==> config.mk <==
export PLATFORM = sky130hd
export DESIGN_NAME = instr_encoder
export DESIGN_NICKNAME = d
export VERILOG_FILES = /design/src/rtl/instr_pkg.sv /design/src/rtl/instr_encoder_fifo.sv /design/src/rtl/instr_encoder.sv
export SDC_FILE = /design/constraint.sdc
export NUM_CORES = 1
export LEC_CHECK = 0
export ABC_AREA = 1
export ABC_CLOCK_PERIOD_IN_PS = 5100
export CAP_MARGIN = 0
export CORE_UTILIZATION = 56
export DETAILED_ROUTE_END_ITERATION = 16
export PLACE_DENSITY = 0.95
export SLEW_MARGIN = 5
export SYNTH_ARGS = -nofsm -noshare
export SYNTH_HDL_FRONTEND = slang
export SYNTH_SLANG_ARGS = --single-unit
==> constraint.sdc <==
create_clock -name clk -period 5.1 [get_ports clk]
set_input_delay 0.765 -clock clk [delete_from_list [all_inputs] [get_ports clk]]
set_output_delay 0.765 -clock clk [all_outputs]
set_load 0.05 [all_outputs]
==> src/rtl/instr_pkg.sv <==
// Shared encoding constants for the instruction decoder and encoder:
// type/subtype codes, error codes and instruction-word field positions.
package instr_pkg;

   localparam logic [1:0] INSTR_INV  = 2'b00;
   localparam logic [1:0] INSTR_DATA = 2'b01;
   localparam logic [1:0] INSTR_MEM  = 2'b10;
   localparam logic [1:0] INSTR_BR   = 2'b11;

   localparam logic [2:0] DATA_IMM = 3'b001;
   localparam logic [2:0] DATA_RSI = 3'b010;
   localparam logic [2:0] DATA_RSR = 3'b011;
   localparam logic [2:0] DATA_RRX = 3'b100;

   localparam logic [1:0] MEM_IMM = 2'b01;
   localparam logic [1:0] MEM_REG = 2'b10;

   localparam logic [1:0] JMP_B  = 2'b01;
   localparam logic [1:0] JMP_BL = 2'b10;

   localparam logic [1:0] ERR_NONE  = 2'b00;
   localparam logic [1:0] ERR_TYPE  = 2'b01;
   localparam logic [1:0] ERR_RANGE = 2'b10;
   localparam logic [1:0] ERR_ALIGN = 2'b11;

   // Instruction class as it appears in word bits [27:26]
   localparam logic [1:0] CLS_DATA = 2'b00;
   localparam logic [1:0] CLS_MEM  = 2'b01;
   localparam logic [1:0] CLS_BR   = 2'b10;

   localparam int COND_LSB = 28;
   localparam int CLS_LSB  = 26;
   localparam int IMM_BIT  = 25;
   localparam int OPC_LSB  = 21;
   localparam int S_BIT    = 20;
   localparam int MCTL_LSB = 20;
   localparam int RN_LSB   = 16;
   localparam int RD_LSB   = 12;
   localparam int LINK_LSB = 24;

endpackage

==> src/rtl/instr_encoder_fifo.sv <==
// Parameterized synchronous FIFO with occupancy count; the head word is
// presented directly from storage.
module instr_fifo #(
   parameter int DEPTH = 2,
   parameter int WIDTH = 32
) (
   input  logic                     clk,
   input  logic                     rst_n,
   input  logic                     i_push,
   input  logic [WIDTH-1:0]         i_data,
   input  logic                     i_pop,
   output logic [WIDTH-1:0]         o_data,
   output logic [$clog2(DEPTH):0]   o_count
);

   localparam int AW = $clog2(DEPTH);
   localparam int CW = AW + 1;

   logic [WIDTH-1:0] r_mem [DEPTH];
   logic [AW-1:0]    r_wr_ptr;
   logic [AW-1:0]    r_rd_ptr;
   logic [CW-1:0]    r_count;
   logic             w_push_ok;
   logic             w_pop_ok;

   assign w_push_ok = i_push && (r_count < CW'(DEPTH));
   assign w_pop_ok  = i_pop && (r_count != {CW{1'b0}});
   assign o_data    = r_mem[r_rd_ptr];
   assign o_count   = r_count;

   // Storage, pointers and occupancy; pointers wrap because DEPTH is a power of 2
   always_ff @(posedge clk or negedge rst_n) begin
      if (!rst_n) begin
         for (int i = 0; i < DEPTH; i++) begin
            r_mem[i] <= {WIDTH{1'b0}};
         end
         r_wr_ptr <= {AW{1'b0}};
         r_rd_ptr <= {AW{1'b0}};
         r_count  <= {CW{1'b0}};
      end else begin
         if (w_push_ok) begin
            r_mem[r_wr_ptr] <= i_data;
            r_wr_ptr        <= r_wr_ptr + AW'(1);
         end
         if (w_pop_ok) begin
            r_rd_ptr <= r_rd_ptr + AW'(1);
         end
         case ({w_push_ok, w_pop_ok})
            2'b10:   r_count <= r_count + CW'(1);
            2'b01:   r_count <= r_count - CW'(1);
            default: r_count <= r_count;
         endcase
      end
   end

endmodule

==> src/rtl/instr_encoder.sv <==
// Packs decoded instruction fields into 32-bit instruction words, checks
// branch range/alignment, and buffers the result in a small output FIFO.
module instr_encoder
   import instr_pkg::*;
#(
   parameter int FIFO_DEPTH = 2,
   parameter int CNT_W      = 16
) (
   input  logic              clk,
   input  logic              rst_n,
   input  logic              in_valid,
   output logic              in_ready,
   input  logic [1:0]        in_instr_type,
   input  logic [2:0]        in_data_type,
   input  logic [1:0]        in_mem_type,
   input  logic [1:0]        in_jmp_type,
   input  logic [3:0]        in_cond,
   input  logic [3:0]        in_opcode,
   input  logic              in_s,
   input  logic [4:0]        in_mem_ctl,
   input  logic [3:0]        in_rn,
   input  logic [3:0]        in_rd,
   input  logic [11:0]       in_op2,
   input  logic [31:0]       in_pc,
   input  logic [31:0]       in_target,
   output logic              out_valid,
   input  logic              out_ready,
   output logic [31:0]       out_instr,
   output logic              err_valid,
   output logic [1:0]        err_code,
   output logic [CNT_W-1:0]  emit_count
);

   localparam int CW = $clog2(FIFO_DEPTH) + 1;

   logic [CW-1:0]    w_fifo_count;
   logic [31:0]      w_word;
   logic [1:0]       w_err;
   logic             w_accept;
   logic             w_push;
   logic             w_pop;
   logic             w_borrow;
   logic [29:0]      w_diff_hi;
   logic             w_in_range;
   logic             w_jmp_ok;
   logic             r_err_valid;
   logic [1:0]       r_err_code;
   logic [CNT_W-1:0] r_emit_cnt;

   assign in_ready  = (w_fifo_count < CW'(FIFO_DEPTH));
   assign out_valid = (w_fifo_count != {CW{1'b0}});
   assign w_accept  = in_valid && in_ready;
   assign w_push    = w_accept && (w_err == ERR_NONE);
   assign w_pop     = out_valid && out_ready;

   // diff[31:2] of (target - pc - 8), with the low-bit borrow folded in explicitly
   assign w_borrow   = (in_target[1:0] < in_pc[1:0]);
   assign w_diff_hi  = in_target[31:2] - in_pc[31:2] - 30'd2 - {29'd0, w_borrow};
   assign w_in_range = (w_diff_hi[29:23] == 7'h00) || (w_diff_hi[29:23] == 7'h7F);
   assign w_jmp_ok   = (in_jmp_type == JMP_B) || (in_jmp_type == JMP_BL);

   // Field packing and bundle validation
   always_comb begin
      w_word = 32'd0;
      w_err  = ERR_NONE;
      w_word[COND_LSB +: 4] = in_cond;
      case (in_instr_type)
         INSTR_DATA: begin
            w_word[CLS_LSB +: 2] = CLS_DATA;
            w_word[OPC_LSB +: 4] = in_opcode;
            w_word[S_BIT]        = in_s;
            w_word[RN_LSB +: 4]  = in_rn;
            w_word[RD_LSB +: 4]  = in_rd;
            w_word[11:0]         = in_op2;
            case (in_data_type)
               DATA_IMM: w_word[IMM_BIT] = 1'b1;
               DATA_RSI: w_word[4] = 1'b0;
               DATA_RSR: begin
                  w_word[7] = 1'b0;
                  w_word[4] = 1'b1;
               end
               DATA_RRX: begin
                  w_word[24]  = 1'b0;
                  w_word[7:4] = 4'b0110;
               end
               default: w_err = ERR_TYPE;
            endcase
         end
         INSTR_MEM: begin
            w_word[CLS_LSB +: 2]  = CLS_MEM;
            w_word[MCTL_LSB +: 5] = in_mem_ctl;
            w_word[RN_LSB +: 4]   = in_rn;
            w_word[RD_LSB +: 4]   = in_rd;
            w_word[11:0]          = in_op2;
            case (in_mem_type)
               MEM_IMM: w_word[IMM_BIT] = 1'b0;
               MEM_REG: begin
                  w_word[IMM_BIT] = 1'b1;
                  w_word[4]       = 1'b0;
               end
               default: w_err = ERR_TYPE;
            endcase
         end
         INSTR_BR: begin
            w_word[CLS_LSB +: 2]  = CLS_BR;
            w_word[LINK_LSB +: 2] = (in_jmp_type == JMP_BL) ? 2'b11 : 2'b10;
            w_word[23:0]          = w_diff_hi[23:0];
            if (!w_jmp_ok) begin
               w_err = ERR_TYPE;
            end else if (in_target[1:0] != 2'b00) begin
               w_err = ERR_ALIGN;
            end else if (!w_in_range) begin
               w_err = ERR_RANGE;
            end else begin
               w_err = ERR_NONE;
            end
         end
         default: w_err = ERR_TYPE;
      endcase
   end

   instr_fifo #(
      .DEPTH (FIFO_DEPTH),
      .WIDTH (32)
   ) u_fifo (
      .clk     (clk),
      .rst_n   (rst_n),
      .i_push  (w_push),
      .i_data  (w_word),
      .i_pop   (w_pop),
      .o_data  (out_instr),
      .o_count (w_fifo_count)
   );

   // Error pulse, sticky error code and emitted-word counter
   always_ff @(posedge clk or negedge rst_n) begin
      if (!rst_n) begin
         r_err_valid <= 1'b0;
         r_err_code  <= ERR_NONE;
         r_emit_cnt  <= {CNT_W{1'b0}};
      end else begin
         r_err_valid <= w_accept && (w_err != ERR_NONE);
         if (w_accept && (w_err != ERR_NONE)) begin
            r_err_code <= w_err;
         end
         if (w_pop) begin
            r_emit_cnt <= r_emit_cnt + CNT_W'(1);
         end
      end
   end

   assign err_valid  = r_err_valid;
   assign err_code   = r_err_code;
   assign emit_count = r_emit_cnt;

endmodule

Word level (Yosys, flattened, before mapping)
Cells that the tools add are included.
{"block": "op_classes", "n_addsub": 8, "n_lt_le_gt_ge": 5, "n_eq_ne": 14, "muxes": 22, "bitwise": 2, "n_reduce_logical": 19}
{"operator": "32-bit 2-to-1 mux", "count": 4}
{"operator": "28-bit one-hot mux with 3 select lines", "count": 1}
{"operator": "64-bit bitwise mux", "count": 1}
{"operator": "32-bit demux with 1-bit select", "count": 1}
{"operator": "30-bit by 1-bit subtractor with 30-bit output", "count": 1}
{"operator": "30-bit by 2-bit subtractor with 30-bit output (second input constant)", "count": 1}
{"operator": "30-bit subtractor", "count": 1}
{"operator": "16-bit by 1-bit adder with 16-bit output (second input constant)", "count": 1}
{"operator": "2-bit == test (second input constant)", "count": 5}
{"operator": "2-bit by 1-bit == test with 1-bit output (second input constant)", "count": 4}
{"operator": "1-bit 2-to-1 mux", "count": 8}
{"operator": "2-bit 2-to-1 mux", "count": 4}
{"operator": "2-bit nonzero test", "count": 4}
{"operator": "7-bit == test (second input constant)", "count": 1}
{"operator": "1-bit logical AND", "count": 7}
{"operator": "7-bit zero test", "count": 1}
{"operator": "3-bit by 2-bit == test with 1-bit output (second input constant)", "count": 2}
{"operator": "2-bit one-hot mux with 3 select lines", "count": 1}
{"operator": "2-bit OR reduction", "count": 3}
{"operator": "2-bit >= comparator (second input constant)", "count": 2}
{"operator": "1-bit NOT with 2-bit output", "count": 2}
{"operator": "2-bit one-hot mux with 2 select lines", "count": 1}
{"operator": "4-bit OR reduction", "count": 1}
{"operator": "3-bit by 1-bit == test with 1-bit output (second input constant)", "count": 1}
{"operator": "other kinds (10)", "count": 12}
{"block": "word_totals", "ff_bits": 87, "inputBits": 111, "out_inout_bits": 53, "wordCells": 78}

Logic depth before layout (Yosys ltp)
{"block": "depth", "word_depth": 14, "mapped_depth": 27, "depth_no_buf": 26}

By module
Synthesis repeated with hierarchy kept, for this count alone.
{"block": "unflattened", "hier_cells": 1091, "hier_area_um2": 7378.3}
{"module": "instr_encoder", "instances": 1, "cells_each": 723, "area_each_um2": 4236.6}
{"module": "instr_fifo", "instances": 1, "cells_each": 368, "area_each_um2": 3141.8}

Worst setup path before layout
Ideal clock, no wire load.
{"block": "synth_path", "kind": "in2reg", "from": "input in_pc[1]", "to": "register u_fifo.r_count[1] (netlist: u_fifo.o_count[1])", "setup_ns": 0.143, "arrival_time_ns": 4.148, "required_ns": 4.957, "path_slack_ns": 0.809, "stages": 27, "path_buffers": 1, "cell_sequence": "inv_1 > ha_1 > a21o_1 > fa_1 > ha_1 > fa_1 > nand2_1 > nand3_1 > nand3_1 > nand2_1 > nand2_1 > nand2_1 > nand2_1 > nand2_1 > nand2_1 > nand2_1 > nor2_1 > nand2_1 > nand2_1 > nand2_1 > nand2_4 > buf_8 > nand2_1 > ha_1 > a21oi_1 > o21ai_0 > xor2_1"}
{"block": "synth_via", "elab_chain_len": 13}
{"element": "start: declaration", "line": "instr_encoder.sv:24", "rtl": "input logic [31:0] in_pc,"}
{"element": "2-bit < comparator *", "line": "instr_encoder.sv:57", "rtl": "assign w_borrow = (in_target[1:0] < in_pc[1:0]);"}
{"element": "30-bit by 1-bit subtractor with 30-bit output *", "line": "instr_encoder.sv:58", "rtl": "assign w_diff_hi = in_target[31:2] - in_pc[31:2] - 30'd2 - {29'd0, w_borrow};"}
{"element": "7-bit == test or 7-bit zero test (tied branches)", "line": "instr_encoder.sv:59", "rtl": "assign w_in_range = (w_diff_hi[29:23] == 7'h00) || (w_diff_hi[29:23] == 7'h7F);"}
{"element": "1-bit logical OR *", "line": "instr_encoder.sv:59"}
{"element": "2-bit 2-to-1 mux *", "line": "instr_encoder.sv:112", "rtl": "end else if (!w_in_range) begin"}
{"element": "2-bit 2-to-1 mux *", "line": "instr_encoder.sv:110", "rtl": "end else if (in_target[1:0] != 2'b00) begin"}
{"element": "2-bit 2-to-1 mux *", "line": "instr_encoder.sv:108", "rtl": "if (!w_jmp_ok) begin"}
{"element": "2-bit one-hot mux with 3 select lines *", "line": "instr_encoder.sv:67", "rtl": "case (in_instr_type)"}
{"element": "2-bit zero test *", "line": "instr_encoder.sv:53", "rtl": "assign w_push = w_accept && (w_err == ERR_NONE);"}
{"element": "1-bit logical AND *", "line": "instr_encoder.sv:53"}
{"element": "1-bit logical AND *", "line": "instr_encoder_fifo.sv:26", "rtl": "assign w_push_ok = i_push && (r_count < CW'(DEPTH));"}
{"element": "2-bit by 1-bit == test with 1-bit output or 2-bit == test (tied branches)", "line": "instr_encoder_fifo.sv:48", "rtl": "case ({w_push_ok, w_pop_ok})"}
{"element": "2-bit one-hot mux with 2 select lines or 2-bit nonzero test (tied branches)"}
{"element": "end signal: assignment", "line": "instr_encoder_fifo.sv:49", "rtl": "2'b10: r_count <= r_count + CW'(1);"}
{"element": "end signal: assignment", "line": "instr_encoder_fifo.sv:50", "rtl": "2'b01: r_count <= r_count - CW'(1);"}
{"element": "end signal: assignment", "line": "instr_encoder_fifo.sv:51", "rtl": "default: r_count <= r_count;"}
{"element": "end: declaration", "line": "instr_encoder_fifo.sv:22", "rtl": "logic [CW-1:0] r_count;"}
Every way passes the cells marked *; elsewhere a longest branch is shown, timed or not.
A chain may end at the register's enable or synchronous reset.

Worst setup path after layout
{"block": "layout_path", "from": "input in_pc[1]", "to": "register u_fifo.r_mem[29] (netlist bit)"}
{"block": "layout_via", "elab_chain_len": 11}
{"element": "2-bit < comparator *", "line": "instr_encoder.sv:57"}
{"element": "30-bit by 1-bit subtractor with 30-bit output *", "line": "instr_encoder.sv:58"}
{"element": "7-bit == test or 7-bit zero test (tied branches)", "line": "instr_encoder.sv:59"}
{"element": "1-bit logical OR *", "line": "instr_encoder.sv:59"}
{"element": "2-bit 2-to-1 mux *", "line": "instr_encoder.sv:112"}
{"element": "2-bit 2-to-1 mux *", "line": "instr_encoder.sv:110"}
{"element": "2-bit 2-to-1 mux *", "line": "instr_encoder.sv:108"}
{"element": "2-bit one-hot mux with 3 select lines *", "line": "instr_encoder.sv:67"}
{"element": "2-bit zero test *", "line": "instr_encoder.sv:53"}
{"element": "1-bit logical AND *", "line": "instr_encoder.sv:53"}
{"element": "1-bit logical AND *", "line": "instr_encoder_fifo.sv:26"}
{"element": "end signal: indexed assignment", "line": "instr_encoder_fifo.sv:35", "rtl": "r_mem[i] <= {WIDTH{1'b0}};"}
{"element": "end signal: indexed assignment", "line": "instr_encoder_fifo.sv:42", "rtl": "r_mem[r_wr_ptr] <= i_data;"}
{"element": "end: declaration", "line": "instr_encoder_fifo.sv:19", "rtl": "logic [WIDTH-1:0] r_mem [DEPTH];"}
Marks and branches as above.

==> flow_summary.rst <==
.. list-table::
   :header-rows: 1

   * - Metric
     - Value
   * - Post-route core utilization
     - 0.735
   * - Total standard cell area after synthesis
     - 7360 µm²
   * - Worst R2R Start
     - u_fifo.r_wr_ptr
   * - Worst Path Class, Setup
     - primary input to flop
   * - Largest net degree at the start of global routing
     - 88
   * - Final Net Count
     - 1,453
   * - Count of port buffers added during placement
     - 163
   * - Min Hold Slack
     - 0.469 ns
   * - Clock edge transition at the registers on the reported setup and hold paths
     - 0.06 ns
   * - Average cell area after synthesis
     - 6.49 µm²
   * - Yosys cell types
     - 42
   * - Post-DR vias/cell
     - 5.40
   * - Wire per inst
     - 14.1 µm
   * - Most frequent standard cell in the layout excluding fill and tap cells
     - sky130_fd_sc_hd__nand2_1
   * - Worst reg-to-reg path cell count
     - 4
   * - Sequential share of the synthesized area
     - 0.296
   * - Static Leak
     - 5.19 nW
   * - Ratio of final minimum period to clock period
     - 0.917
   * - R2R Path End
     - u_fifo.r_mem[59]
   * - Gate count of the mapped netlist
     - 1,135
   * - Number of detailed-route iterations in the first pass
     - 5
   * - Worst EP arrival
     - 4.89 ns
   * - Total vias in the final route
     - 7,863
   * - Overflow left after global routing
     - 0
   * - Portion of synthesized cell area occupied by the leading cell type
     - 0.296
   * - Clock tree from TritonCTS
     - done
   * - Setup slack of the worst register-to-register path
     - 2.09 ns
   * - Worst VDD drop
     - 0.297 mV
   * - Result of the run
     - finished clean
   * - Post-Layout Inst Area
     - 9360 µm²
   * - Number of nets produced by synthesis
     - 1,309
   * - Min-Delay Path Depth
     - 2
   * - Cell at the root of the clock tree
     - sky130_fd_sc_hd__clkbuf_16
   * - Later-pin clock latency in the skew report
     - 0.34 ns
   * - Vias in the first global route
     - 7,508
   * - Worst-Margin Slew
     - 1.27 ns
   * - CTS H-tree lvls
     - 3
   * - Clock buffers created by TritonCTS
     - 9
   * - Final ANT Viol Nets
     - 0
   * - Fmax
     - 0.214 GHz
   * - Relative slew margins
     - 0.152
   * - Top library cells by usage in the layout, fill and taps aside
     - 474 x sky130_fd_sc_hd__nand2_1, 187 x sky130_fd_sc_hd__inv_1, 162 x sky130_fd_sc_hd__clkdlybuf4s50_1
   * - Vertical die dimension
     - 117 µm
   * - Clk sinks
     - 87
   * - Power density normalized to cell area
     - 457 nW/µm²
   * - Number of core rows
     - 41
   * - Post-synthesis to final-layout area growth
     - 27.0%
   * - Worst min-delay path category
     - flop to flop
   * - Crit path capture type
     - flop
   * - Global-route wire length before repair
     - 33,700 µm
   * - Hold violation total from the final report
     - 0
   * - Number of top-level pins
     - 164
   * - Total routed wirelength
     - 20,600 µm
   * - Max Fanout on Critical Path
     - 69
   * - Die width
     - 117 µm
   * - Inserted Diodes
     - 0
   * - Time the worst path needs with I/O delays and setup
     - 4.68 ns
   * - Final weighted congestion of routability-driven global placement
     - 0.976
   * - Dpl cell area
     - 9060 µm²
   * - Count of unresolved DRC violations after routing
     - 0
   * - Hold Startpoint
     - u_fifo.r_mem[16]
   * - Syn. warnings
     - 0
   * - Core area
     - 12,700 µm²
   * - # Max-Cap Violations
     - 0
   * - Die Footprint
     - 13,600 µm²
   * - Number of synthesized register bits
     - 87
   * - Worst-case clock skew
     - 0.00521 ns
   * - Share of final-layout standard cells stronger than drive strength 1
     - 0.0366
   * - Initial core utilization
     - 0.579
   * - Setup repair after global routing missed its margin
     - false
   * - Data required, critical path
     - 5.32 ns
   * - Worst Hold End
     - u_fifo.r_mem[16]
   * - Setup violators final
     - 0
   * - All-Layer GR Usage
     - 0.315
   * - Estimated wirelength of the detail-placed design
     - 15,700 µm
   * - Largest area contributor in the synthesized netlist
     - sky130_fd_sc_hd__dfrtp_1
   * - Initial antenna violation count
     - 0
   * - Top cells by area in the synthesized netlist
     - sky130_fd_sc_hd__dfrtp_1 30%, sky130_fd_sc_hd__nand2_1 24%, sky130_fd_sc_hd__ha_1 10%
   * - Sum of negative setup slack
     - 0 ns
   * - Maximum buffer depth of the clock tree
     - 2
   * - Detailed router's first-iteration violation count
     - 509
   * - Max-slew violation count
     - 0
   * - Startpoint kind of the worst setup timing path
     - primary input
==> metal layers <==
layer | track usage | routed length [µm]
met1 | 0.371 | 8080
met2 | 0.557 | 10100
met3 | 0.0472 | 1450
met4 | 0.164 | 915
met5 | 0 | 0
==> logic make-up (layout without fill, tap and decap cells) <==
kind of cell	Yosys count	count (layout)	share of synthesized area
compound gates	80	80	0.0623
buf+inv	227	374	0.125
xor+xnor	24	24	0.0285
simple gates	654	655	0.379
flops	87	87	0.296
fa+ha+maj	63	63	0.109
==> synthesized netlist by cell type <==
library cell               instances
sky130_fd_sc_hd__nor4_1            1
sky130_fd_sc_hd__o21ai_1           1
sky130_fd_sc_hd__or2_2             2
sky130_fd_sc_hd__nand4_1          74
sky130_fd_sc_hd__buf_1             1
sky130_fd_sc_hd__dfrtp_1          87
sky130_fd_sc_hd__nor3b_1           1
sky130_fd_sc_hd__o21bai_1          2
sky130_fd_sc_hd__nand2_2           2
sky130_fd_sc_hd__nor2_2           10
sky130_fd_sc_hd__a21oi_1          38
sky130_fd_sc_hd__nand3_1          31
sky130_fd_sc_hd__a31o_2            4
sky130_fd_sc_hd__buf_2            15
sky130_fd_sc_hd__nand3_4           1
sky130_fd_sc_hd__a21o_1            2
sky130_fd_sc_hd__nor2_1           44
sky130_fd_sc_hd__clkbuf_1         15
sky130_fd_sc_hd__o21ba_2           1
sky130_fd_sc_hd__buf_8             4
sky130_fd_sc_hd__o211ai_1          2
sky130_fd_sc_hd__xnor2_1          10
sky130_fd_sc_hd__ha_1             61
sky130_fd_sc_hd__inv_2             1
sky130_fd_sc_hd__nand2_1         474
sky130_fd_sc_hd__clkinv_1          2
sky130_fd_sc_hd__a22o_1            4
sky130_fd_sc_hd__nor3_2            1
sky130_fd_sc_hd__inv_1           187
sky130_fd_sc_hd__buf_4             2
sky130_fd_sc_hd__xor2_1           14
sky130_fd_sc_hd__or2_1             1
sky130_fd_sc_hd__fa_1              2
sky130_fd_sc_hd__nand3_2           4
sky130_fd_sc_hd__o21a_1            2
sky130_fd_sc_hd__nand2_4           1
sky130_fd_sc_hd__a31oi_1           2
sky130_fd_sc_hd__and2_1            1
sky130_fd_sc_hd__o22ai_1           1
sky130_fd_sc_hd__nor3_1            5
sky130_fd_sc_hd__o21ai_0          21
sky130_fd_sc_hd__nand3b_2          1
==> flip-flops by register name, summed over array words and instances (netlist names) <==
register / cells
err_valid: 1
u_fifo.r_wr_ptr: 1
u_fifo.o_count: 2
err_code: 2
u_fifo.r_rd_ptr: 1
emit_count: 16
u_fifo.r_mem: 64
==> power by group <==
part / total (mW) / switching (mW) / internal, mW
Sequential: 1.19 / 0.219 / 0.974
Combinational: 2.46 / 1.66 / 0.801
Clock: 0.624 / 0.247 / 0.378
==> timing repair <==
| action | 4_1_cts | 5_1_grt |
|---|---|---|
| buffers inserted | 0 | 0 |
| hold buffers | 0 | 0 |
| setup endpoints to repair | 0 | 30 |
| gates resized for setup | 0 | 1 |
==> stage by stage <==
stage               power [mW]  setup slack (ns)  cells
finish                    4.28             0.425   1455
detailed placement        3.62            0.0101   1439
CTS                       4.26             0.311   1454
global placement          3.54             0.203   1439
global route              4.54            0.0396   1455
floorplan                 2.82             0.809   1135
==> worst max path at each step <==
stage,slack (ns),endpoint,startpoint
3_5_place_dp,0.01,u_fifo.r_mem[62],in_pc[1]
5_1_grt,0.04,u_fifo.r_mem[59],in_pc[1]
6_report,0.42,u_fifo.r_mem[29],in_pc[1]
2_1_floorplan,0.81,u_fifo.o_count[1],in_pc[1]
4_1_cts,0.31,u_fifo.r_mem[59],in_pc[1]
3_3_place_gp,0.20,u_fifo.r_mem[40],in_pc[1]
==> critical path: stages <==
cell and delay (ns):
sky130_fd_sc_hd__clkdlybuf4s50_1 0.49, sky130_fd_sc_hd__inv_1 0.05, sky130_fd_sc_hd__ha_1 0.27, sky130_fd_sc_hd__a21o_1 0.18, sky130_fd_sc_hd__fa_1 0.36, sky130_fd_sc_hd__ha_1 0.24
sky130_fd_sc_hd__fa_1 0.44, sky130_fd_sc_hd__nand2_1 0.11, sky130_fd_sc_hd__nand3_1 0.08, sky130_fd_sc_hd__nand3_1 0.07, sky130_fd_sc_hd__nand2_1 0.12, sky130_fd_sc_hd__nand2_1 0.08
sky130_fd_sc_hd__nand2_1 0.09, sky130_fd_sc_hd__nand2_1 0.11, sky130_fd_sc_hd__nand2_1 0.08, sky130_fd_sc_hd__nand2_1 0.07, sky130_fd_sc_hd__nand2_1 0.04, sky130_fd_sc_hd__nor2_1 0.09
sky130_fd_sc_hd__nand2_1 0.06, sky130_fd_sc_hd__nand2_1 0.06, sky130_fd_sc_hd__nand2_1 0.08, sky130_fd_sc_hd__nand2_4 0.09, sky130_fd_sc_hd__buf_12 0.28, sky130_fd_sc_hd__nand3_2 0.12
sky130_fd_sc_hd__buf_4 0.27, sky130_fd_sc_hd__nand2_1 0.11, sky130_fd_sc_hd__nand2_1 0.07
==> final cells by class <==
type | count | area [µm²]
clock buffer | 14 | 244
clock inverter | 1 | 30.0
fill | 1032 | 3370
inverter | 190 | 713
multi-input combinational | 822 | 4290
sequential | 87 | 2180
tap | 172 | 215
timing repair buffer | 169 | 1690
No activity file was read; power rests on OpenSTA's default activity.
